## config.mk

```make
export PLATFORM = sky130hd
export DESIGN_NAME = motor_cmd_queue
export DESIGN_NICKNAME = d
export VERILOG_FILES = /design/src/rtl/motor_ctrl_pkg.sv /design/src/rtl/cmd_fifo.sv /design/src/rtl/motor_cmd_queue.sv
export SDC_FILE = /design/constraint.sdc
export NUM_CORES = 1
export LEC_CHECK = 0
export ABC_AREA = 1
export CORE_MARGIN = 3
export CORE_UTILIZATION = 52
export DETAILED_ROUTE_END_ITERATION = 7
export PLACE_DENSITY = 0.82
export SYNTH_ARGS = -nofsm -noshare
export SYNTH_HDL_FRONTEND = slang
export SYNTH_HIERARCHICAL = 1
export SYNTH_SLANG_ARGS = --single-unit
export TNS_END_PERCENT = 5
```

## constraint.sdc

```tcl
create_clock -name clk -period 2.1 [get_ports clk]
set_clock_uncertainty 0.15 [all_clocks]
set_input_delay 0.21 -clock clk [delete_from_list [all_inputs] [get_ports clk]]
set_output_delay 0.21 -clock clk [all_outputs]
set_load 0.01 [all_outputs]
```

## src/rtl/motor_ctrl_pkg.sv

```systemverilog
// Shared definitions for the stepper command path.
// Holds the default motor-id / position widths, the motor count, and the
// command-sequencer state encoding (also used by the Control/PulseSign benches).
// Also provides a small helper that sizes cycle counters.
package motor_ctrl_pkg;

    localparam int NUM_MOTORS_DEFAULT = 6;
    localparam int MOTOR_W_DEFAULT    = 3;
    localparam int VALUE_W_DEFAULT    = 10;

    typedef enum logic [2:0] {
        ST_IDLE      = 3'd0,
        ST_CHECK     = 3'd1,
        ST_SETUP     = 3'd2,
        ST_LOCK      = 3'd3,
        ST_RELEASE   = 3'd4,
        ST_WAIT_DONE = 3'd5
    } motor_state_t;

    // Bits needed for a counter that runs 0..n-1 (never less than one bit).
    function automatic int cnt_width(input int n);
        return (n > 1) ? $clog2(n) : 1;
    endfunction

endpackage

```

## src/rtl/cmd_fifo.sv

```systemverilog
// Synchronous FIFO for queued motor commands.
// Ports:
//   clk, rst   : clock, synchronous active-high reset (empties the queue)
//   push       : write push_data (ignored when full)
//   push_data  : command word {motor, value}
//   pop        : discard the head entry (ignored when empty)
//   head_data  : current head entry, valid whenever empty is low
//   count      : entries stored, 0..DEPTH
//   empty      : no entries stored
//   ready      : registered "not full", low while rst is high
module cmd_fifo #(
    parameter int WIDTH = 13,
    parameter int DEPTH = 8
) (
    input  logic                     clk,
    input  logic                     rst,
    input  logic                     push,
    input  logic [WIDTH-1:0]         push_data,
    input  logic                     pop,
    output logic [WIDTH-1:0]         head_data,
    output logic [$clog2(DEPTH):0]   count,
    output logic                     empty,
    output logic                     ready
);

    localparam int AW = $clog2(DEPTH);
    localparam logic [AW:0] FULL_COUNT = (AW+1)'(DEPTH);

    logic [WIDTH-1:0] mem [DEPTH];
    // Pointers are exactly AW bits wide, so they wrap modulo DEPTH by themselves.
    logic [AW-1:0]    wr_ptr_reg;
    logic [AW-1:0]    rd_ptr_reg;
    logic [AW:0]      count_reg;
    logic [AW:0]      count_next;
    logic             ready_reg;
    logic             do_push;
    logic             do_pop;

    assign do_push = push && (count_reg != FULL_COUNT);
    assign do_pop  = pop && (count_reg != '0);

    always_comb begin
        count_next = count_reg;
        if (do_push && !do_pop) begin
            count_next = count_reg + 1'b1;
        end else if (!do_push && do_pop) begin
            count_next = count_reg - 1'b1;
        end
    end

    always_ff @(posedge clk) begin
        if (do_push) begin
            mem[wr_ptr_reg] <= push_data;
        end
    end

    always_ff @(posedge clk) begin
        if (rst) begin
            wr_ptr_reg <= '0;
            rd_ptr_reg <= '0;
            count_reg  <= '0;
            ready_reg  <= 1'b0;
        end else begin
            if (do_push) begin
                wr_ptr_reg <= wr_ptr_reg + 1'b1;
            end
            if (do_pop) begin
                rd_ptr_reg <= rd_ptr_reg + 1'b1;
            end
            count_reg <= count_next;
            // Registered from the next count so it always equals !full of count_reg.
            ready_reg <= (count_next != FULL_COUNT);
        end
    end

    // The head is read asynchronously: the sequencer loads it in the same
    // cycle it pops, which keeps the push-to-InputLock latency at 3 edges.
    assign head_data = mem[rd_ptr_reg];
    assign count     = count_reg;
    assign empty     = (count_reg == '0);
    assign ready     = ready_reg;

endmodule

```

## src/rtl/motor_cmd_queue.sv

```systemverilog
// Command front-end for the stepper Control stage.
// Buffers (motor, value) commands and issues them one at a time on Control's
// Motor/Value/InputLock protocol, waiting for Busy low before each issue.
// Ports:
//   clk, rst             : clock, synchronous active-high reset
//   cmd_valid/cmd_ready  : command handshake, transfer when both high
//   cmd_motor/cmd_value  : offered command
//   InitFlag             : per-motor homed flags
//   Busy                 : PulseSign is emitting pulses
//   Motor/Value          : command presented to Control (held between issues)
//   InputLock            : Control latch strobe, LOCK_CYCLES long
//   q_count              : entries queued
//   err_drop             : one-cycle pulse when the head command is discarded
//   idle                 : sequencer idle, queue empty, Busy low
module motor_cmd_queue
    import motor_ctrl_pkg::*;
#(
    parameter int DEPTH        = 8,
    parameter int NUM_MOTORS   = NUM_MOTORS_DEFAULT,
    parameter int MOTOR_W      = MOTOR_W_DEFAULT,
    parameter int VALUE_W      = VALUE_W_DEFAULT,
    parameter int LOCK_CYCLES  = 4,
    parameter int BUSY_TIMEOUT = 16
) (
    input  logic                    clk,
    input  logic                    rst,
    input  logic                    cmd_valid,
    output logic                    cmd_ready,
    input  logic [MOTOR_W-1:0]      cmd_motor,
    input  logic [VALUE_W-1:0]      cmd_value,
    input  logic [NUM_MOTORS-1:0]   InitFlag,
    input  logic                    Busy,
    output logic [MOTOR_W-1:0]      Motor,
    output logic [VALUE_W-1:0]      Value,
    output logic                    InputLock,
    output logic [$clog2(DEPTH):0]  q_count,
    output logic                    err_drop,
    output logic                    idle
);

    localparam int CMD_W    = MOTOR_W + VALUE_W;
    localparam int ID_SPACE = 2 ** MOTOR_W;
    localparam int LOCK_W   = cnt_width(LOCK_CYCLES);
    localparam int TIMER_W  = cnt_width(BUSY_TIMEOUT);
    localparam logic [LOCK_W-1:0]  LOCK_LAST    = LOCK_W'(LOCK_CYCLES - 1);
    localparam logic [TIMER_W-1:0] TIMEOUT_LAST = TIMER_W'(BUSY_TIMEOUT - 1);

    motor_state_t        state_reg, state_next;
    logic [MOTOR_W-1:0]  motor_reg;
    logic [VALUE_W-1:0]  value_reg;
    logic [LOCK_W-1:0]   lock_cnt_reg, lock_cnt_next;
    logic [TIMER_W-1:0]  timer_reg, timer_next;
    logic                pop;
    logic                fifo_empty;
    logic [CMD_W-1:0]    head_data;
    logic [ID_SPACE-1:0] motor_ok_vec;

    cmd_fifo #(
        .WIDTH (CMD_W),
        .DEPTH (DEPTH)
    ) u_fifo (
        .clk       (clk),
        .rst       (rst),
        .push      (cmd_valid && cmd_ready),
        .push_data ({cmd_motor, cmd_value}),
        .pop       (pop),
        .head_data (head_data),
        .count     (q_count),
        .empty     (fifo_empty),
        .ready     (cmd_ready)
    );

    // One "may issue" bit per encodable motor id: ids beyond NUM_MOTORS are
    // tied low, so the range check and the homed check become a single lookup.
    generate
        for (genvar gi = 0; gi < ID_SPACE; gi++) begin : g_motor_ok
            if (gi < NUM_MOTORS) begin : g_real
                assign motor_ok_vec[gi] = InitFlag[gi];
            end else begin : g_none
                assign motor_ok_vec[gi] = 1'b0;
            end
        end
    endgenerate

    always_ff @(posedge clk) begin
        if (rst) begin
            state_reg    <= ST_IDLE;
            motor_reg    <= '0;
            value_reg    <= '0;
            lock_cnt_reg <= '0;
            timer_reg    <= '0;
        end else begin
            state_reg    <= state_next;
            lock_cnt_reg <= lock_cnt_next;
            timer_reg    <= timer_next;
            if (pop) begin
                motor_reg <= head_data[VALUE_W +: MOTOR_W];
                value_reg <= head_data[VALUE_W-1:0];
            end
        end
    end

    always_comb begin
        state_next    = state_reg;
        lock_cnt_next = '0;
        timer_next    = '0;
        pop           = 1'b0;
        err_drop      = 1'b0;
        case (state_reg)
            ST_IDLE: begin
                // Busy here is motion we did not start; just wait it out.
                if (!fifo_empty && !Busy) begin
                    pop        = 1'b1;
                    state_next = ST_CHECK;
                end
            end
            ST_CHECK: begin
                if (!motor_ok_vec[motor_reg]) begin
                    err_drop   = 1'b1;
                    state_next = ST_IDLE;
                end else begin
                    state_next = ST_SETUP;
                end
            end
            ST_SETUP: begin
                state_next = ST_LOCK;
            end
            ST_LOCK: begin
                if (lock_cnt_reg == LOCK_LAST) begin
                    state_next = ST_RELEASE;
                end else begin
                    lock_cnt_next = lock_cnt_reg + 1'b1;
                end
            end
            ST_RELEASE: begin
                // A command to the current position produces no motion, so
                // Busy may never rise; give up after BUSY_TIMEOUT cycles.
                if (Busy) begin
                    state_next = ST_WAIT_DONE;
                end else if (timer_reg == TIMEOUT_LAST) begin
                    state_next = ST_IDLE;
                end else begin
                    timer_next = timer_reg + 1'b1;
                end
            end
            ST_WAIT_DONE: begin
                if (!Busy) begin
                    state_next = ST_IDLE;
                end
            end
            default: begin
                state_next = ST_IDLE;
            end
        endcase
    end

    assign Motor     = motor_reg;
    assign Value     = value_reg;
    assign InputLock = (state_reg == ST_LOCK);
    assign idle      = (state_reg == ST_IDLE) && fifo_empty && !Busy;

endmodule

```

# After elaboration in Yosys (flattened, before gate mapping)
# Memory sizes are Yosys's and may differ from the RTL's. A register that Yosys moved wholly into a read port is not among the register bits.
# Index checks and enable logic that the tools add are counted.
# word_totals
reg_bits	20
ramBits	104
input_bits	23
out_inout_bits	21
wordCells	65
mem_count	1
# memory_table
memory	depth	width	read_ports	rd_clocked_by_memory_dff	write_ports	line	rtl
u_fifo.mem	8	13	1	1	1	cmd_fifo.sv:29	logic [WIDTH-1:0] mem [DEPTH];
# classes
addsub	6
magnitude_cmp	1
eq_ne	13
muxes	17
bitwise_logic	2
reduce_logical	18
# ops
operator	n
one-hot mux 3 bit (6 select lines)	1
2-to-1 mux 3 bit	5
adder 4 x 1 -> 4 bit (second input constant)	2
logical AND 1 bit	8
2-to-1 mux 4 bit	2
!= test 4 bit (second input constant)	2
2-to-1 mux 1 bit	7
adder 3 x 1 -> 3 bit (second input constant)	2
equality test 3 x 2 -> 1 bit (second input constant)	2
equality test 3 bit (second input constant)	2
equality test 4 bit (second input constant)	1
logical NOT 1 bit	4
logical NOT 4 bit	1
< comparator 3 x 4 -> 1 bit (second input constant)	1
!= test 2 bit (second input constant)	2
AND reduction 4 bit	1
nonzero test 4 bit	1
OR reduction 4 bit	1
subtractor 4 x 1 -> 4 bit (second input constant)	1
binary-select mux 1 bit (select 3 bit)	1
equality test 3 x 1 -> 1 bit (second input constant)	1
logical NOT 3 bit	1
!= test 3 bit (second input constant)	1
OR reduction 3 bit	1
other kinds (5)	6

# Logic depth before layout (Yosys ltp)
# logic_depth
ltp_word	10
mapped_depth	16
ltp_nobuf	15

# Cells and area by module
# The synthesis kept the hierarchy.
# by_module_without_submodules
mod	instances	cells_each	area_each_um2
cmd_fifo	1	401	4763.3
motor_cmd_queue	1	138	998.5

# Least setup slack after synthesis
# Ideal clock, no wire load.
# synth_timing
kind	register -> register
start	reg u_fifo.count_reg[0] (netlist: u_fifo/count[0])
end	reg u_fifo.ready_reg (netlist: u_fifo/ready)
setup_ns	0.127
t_arrival_ns	2.056
required_ns	1.823
slack_ns	-0.233
path_stages_with_launch	16
cell_sequence	dfxtp_1 > inv_1 > ha_1 > nand2_1 > inv_1 > inv_1 > nand2_1 > nor2_4 > buf_4 > inv_1 > a21oi_2 > nand2_2 > nand3_1 > nand2_2 > nor2_2 > a21oi_2
# synth_via
elab_chain_cells	10
# synth_lines
item	line	rtl
start, declared	cmd_fifo.sv:33	logic [AW:0] count_reg;
start signal, assigned	cmd_fifo.sv:70	count_reg <= count_next;
logical NOT 4 bit (*)	cmd_fifo.sv:80	assign empty = (count_reg == '0);
net fifo_empty	motor_cmd_queue.sv:54	logic fifo_empty;
logical NOT 1 bit (*)	motor_cmd_queue.sv:112	if (!fifo_empty && !Busy) begin
logical AND 1 bit (*)	motor_cmd_queue.sv:112	
2-to-1 mux 1 bit (*)	motor_cmd_queue.sv:112	
2-to-1 mux 1 bit (*)	motor_cmd_queue.sv:109	case (state_reg)
net pop	motor_cmd_queue.sv:53	logic pop;
logical AND 1 bit (*)	cmd_fifo.sv:40	assign do_pop = pop && (count_reg != '0);
logical AND 1 bit or logical NOT 1 bit (tied branches)	cmd_fifo.sv:46, cmd_fifo.sv:44	
2-to-1 mux 4 bit or logical AND 1 bit (tied branches)	cmd_fifo.sv:46, cmd_fifo.sv:44	
2-to-1 mux 4 bit (*)	cmd_fifo.sv:44	if (do_push && !do_pop) begin
!= test 4 bit (*)	cmd_fifo.sv:72	ready_reg <= (count_next != FULL_COUNT);
end signal, assigned	cmd_fifo.sv:72	
end, declared	cmd_fifo.sv:35	logic ready_reg;
# Mark *: on every way through the listed nets, which the timed path passes. The rest lies on a longest branch.
# A chain may end at the register's enable or synchronous reset.

# Final worst setup path
# layout_timing
start	reg u_fifo.count_reg[0] (netlist: u_fifo/count[0])
end	mem u_fifo.mem[2][12] (enable)
# layout_via
elab_chain_cells	4
# layout_lines
item	line	rtl
!= test 4 bit	cmd_fifo.sv:39	assign do_push = push && (count_reg != FULL_COUNT);
logical AND 1 bit	cmd_fifo.sv:39	
2-to-1 mux 1 bit	cmd_fifo.sv:52	if (do_push) begin
2-to-1 mux 1 bit (not written as such)	cmd_fifo.sv:53	mem[wr_ptr_reg] <= push_data;
end, declared	cmd_fifo.sv:29	
# No other way between the ends.

==> results.txt <==
* Outcome: finished, final reports clean
- Number of buffers created by CTS: 17
- For this run, the top clock speed supported by timing is 486.8 MHz.
- After detailed routing, the number of remaining DRC violations is 0.
* Hold-fix buffers, CTS: 0
- Syn avg cell area: 10.69 um^2
- Setup repair after global routing could not meet its margin everywhere.
- Clock-pin slew was measured on the worst setup and hold paths at 0.06 ns.
* Max-Cap Viols: 0
- Via count of the first global-routing pass: 4218
* I/O Pins: 44
* Buffer cell driving the clock tree root: sky130_fd_sc_hd__clkbuf_8
- Worst path max stage delay: 0.32 ns
- Worst setup SP type: register
- Counting stages on the worst path, the most repeated cell is sky130_fd_sc_hd__buf_4.
* Horiz. Die Dim: 111.3 um
- Sequential group share of total power: 0.395
- Headroom to the max-slew limit came out at 0.4613.
* Reported net switching power: 2.719 mW
- Sequential fraction of the synthesis area: 0.6671
* Final Hold Vio Count: 0
- Number of buffers on the longest clock path: 2
- The smallest clock period supported by the final layout is computed as 2.054 ns.
- The max-slew violation count was 0.
* Final worst hold slack: 0.2689 ns
- The first global-routing pass estimated 20360 um of wire.
- The netlist uses 38 different library cells.
* Dominant cell type by area after synthesis: sky130_fd_sc_hd__edfxtp_1
- Of the total power, combinational logic draws 0.270.
- Number of flip-flops in the largest register: 104
- At the pin with the least slew margin, the transition time is 0.8030 ns.
- Arrival time of the worst setup path: 2.12 ns
* CP Class: reg2reg
- For this run, the leading register cell type out of synthesis is sky130_fd_sc_hd__edfxtp_1.
- Maximum number of pins on one net before global-route repair: 32
- The finished cells cover 7122 um^2.
* Overall global routing resource usage: 0.2086
* Initial Util: 0.5459
* DIE HEIGHT: 111.3 um
* Worst path slowest cell: sky130_fd_sc_hd__dfxtp_2
- Antenna-violating nets left: 0
- After synthesis, the most frequently instantiated cells are 132 x sky130_fd_sc_hd__nor2_1, 104 x sky130_fd_sc_hd__edfxtp_1, 59 x sky130_fd_sc_hd__o21ai_0, 39 x sky130_fd_sc_hd__nand2_1, 36 x sky130_fd_sc_hd__dfxtp_1.
- Yosys instantiated no cell more often than sky130_fd_sc_hd__nor2_1.
* Die outline area: 12380 um^2
- The clock drives 140 sinks.
* Count of TritonRoute iterations in the first routing pass: 6
- Static Leak: 2.645 nW
- Final weighted congestion of routability-driven global placement: 0.8171
- Summing all placed instances gives a cell area of 6521 um^2.
* Setup TNS: 0 ns
- The cell count after synthesis came out at 539.
- 0 antenna diodes ended up in the layout.
* Power Density: 1207 nW/um^2
- Summing every instance area after synthesis gives 5762 um^2.
* Share of cells above drive strength 1: 0.1632
- In the final routed layout, each cell accounts on average for 16.84 um.
- The tightest min-delay check is of the reg2reg type.
* Net count after synthesis: 568
* Fillcell total: 725
- Walking the worst path, the cells encountered are inv_1 -> ha_2 -> buf_4 -> nand3_2 -> nand2_4 -> inv_4 -> nand2_1 -> nor2_1 -> buf_4.
* Largest Register: u_fifo/mem
- Area of the core: 10560 um^2
- The internal portion of the total power is 5.874 mW.
- Number of storage elements in the synthesis netlist: 140
* Total number of vias: 4267
* Port buffer count: 43
- Setup violations remaining at the end of the flow were counted as 0.
- Iter 0 DRT Violations: 344
* Number of buffer and inverter stages on the critical path: 4
- At the worst endpoint, the required time is 2.17 ns.
* Worst Path Max Fanout: 10
- Of the total power, the share spent switching nets is 0.3164.
* Synth top area cells: sky130_fd_sc_hd__edfxtp_1 54%, sky130_fd_sc_hd__dfxtp_1 13%, sky130_fd_sc_hd__nor2_1 8.6%
* Final cycle utilization of the critical path: 0.9782
- Top Family by Delay on Critical Path: buffers and inverters
* Total Routed Length: 12810 um
- The initialized floorplan defines 37 standard-cell rows.
- HPWL after detailed placement: 8218 um
- Warning count from the yosys run: 6
* Share of power burned in the clock network: 0.334
* Clock tree from TritonCTS: yes
- Of all flip-flops after synthesis, the portion carrying an async set or reset was 0.
* Congestion Overflow GR: 0
- Via density per instance: 5.607
- Share of the core filled with cells in the final layout: 0.6747
- Clk_lat worst skew: 0.51 ns
* Share of Yosys cell area claimed by the top area cell type: 0.5420
- Htree depth: 4
- In this run, synthesis inferred 104 flip-flops with an integrated enable.
- Layout-stage area growth over the synthesis result: 23.60%
* Count of nets after finishing: 641
- Kind of end point of the critical path: register
- Antenna violations before repair: 0
- Across the VDD grid, the largest voltage drop is 634.8 uV.
## layout make-up
type	instances	area, um^2	area share
Multi-Input combinational cell	337	1667	0.2340
Clock inverter	13	131.4	0.01845
Timing Repair Buffer	76	699.4	0.09821
Tap cell	136	170.2	0.02389
Sequential cell	140	3849	0.5404
Clock buffer	19	452.9	0.06360
Inverter	40	152.6	0.02143
## cells in the final DEF, fill, tap and decap left out, types with 11 or more instances in the layout
master                            count
sky130_fd_sc_hd__a21oi_1             11
sky130_fd_sc_hd__nor2_1             132
sky130_fd_sc_hd__buf_4               30
sky130_fd_sc_hd__dfxtp_1             32
sky130_fd_sc_hd__clkdlybuf4s50_1     40
sky130_fd_sc_hd__clkbuf_16           17
sky130_fd_sc_hd__a31oi_1             13
sky130_fd_sc_hd__inv_1               35
sky130_fd_sc_hd__nand2_1             37
sky130_fd_sc_hd__o21ai_0             59
sky130_fd_sc_hd__nand3_1             18
sky130_fd_sc_hd__o22ai_1             13
sky130_fd_sc_hd__edfxtp_1           104
## worst register-to-register path, stage by stage (launching register included)
cell	delay, ns
sky130_fd_sc_hd__dfxtp_2	0.32
sky130_fd_sc_hd__inv_1	0.05
sky130_fd_sc_hd__ha_2	0.20
sky130_fd_sc_hd__buf_4	0.16
sky130_fd_sc_hd__nand3_2	0.09
sky130_fd_sc_hd__nand2_4	0.11
sky130_fd_sc_hd__inv_4	0.13
sky130_fd_sc_hd__nand2_1	0.15
sky130_fd_sc_hd__nor2_1	0.19
sky130_fd_sc_hd__buf_4	0.21
## worst paths after layout
path                    from                 to  slack (ns)  cells after the start
max          u_fifo/count[0]  u_fifo/mem[2][12]        0.05                      9
min          lock_cnt_reg[0]    lock_cnt_reg[0]        0.27                      1
max reg2reg  u_fifo/count[0]  u_fifo/mem[2][12]        0.05                      9
min reg2reg  lock_cnt_reg[0]    lock_cnt_reg[0]        0.27                      1
## per-stage QoR
step / instances / total power [mW] / setup WS, ns
after floorplan: 539 / 4.875 / -0.06642
after global placement: 727 / 5.605 / 0.0009457
after detailed placement: 727 / 5.720 / -0.05254
after CTS: 759 / 8.579 / -0.004071
after global routing: 761 / 9.012 / -0.04798
final: 761 / 8.593 / 0.04576
## power groups by stage
stage                     Sequential (mW)  Combinational [mW]  Clock, mW
final                                3.40                2.32       2.87
after global routing                 3.43                2.55       3.04
after CTS                            3.39                2.29       2.90
after detailed placement             3.45                2.27          0
after global placement               3.44                2.17          0
after floorplan                      3.52                1.36          0
## metal layers
metal	routed length (um)	part of all wire	global-route usage	vias to the layer above
met2	6462	0.50	0.3603	187
met4	223	0.017	0.07786	0
met1	5281	0.41	0.2532	2039
met5	0	0	0	-
li1	-	-	-	2008
met3	846	0.066	0.05131	33
## timing repair
item,CTS,global route
cloned,0,0
buffers inserted,0,2
pin swaps,0,1
endpoints found under the setup margin,3,34
resized for setup,8,5
## logic make-up after synthesis
kind of cell / count (synthesis) / share of synthesized area
fa+ha+maj: 6 / 0.01303
flops: 140 / 0.6671
compound gates: 111 / 0.1055
xor+xnor: 3 / 0.004561
buf+inv: 62 / 0.04625
simple gates: 217 / 0.1635
(Power assumes the default switching activity.)
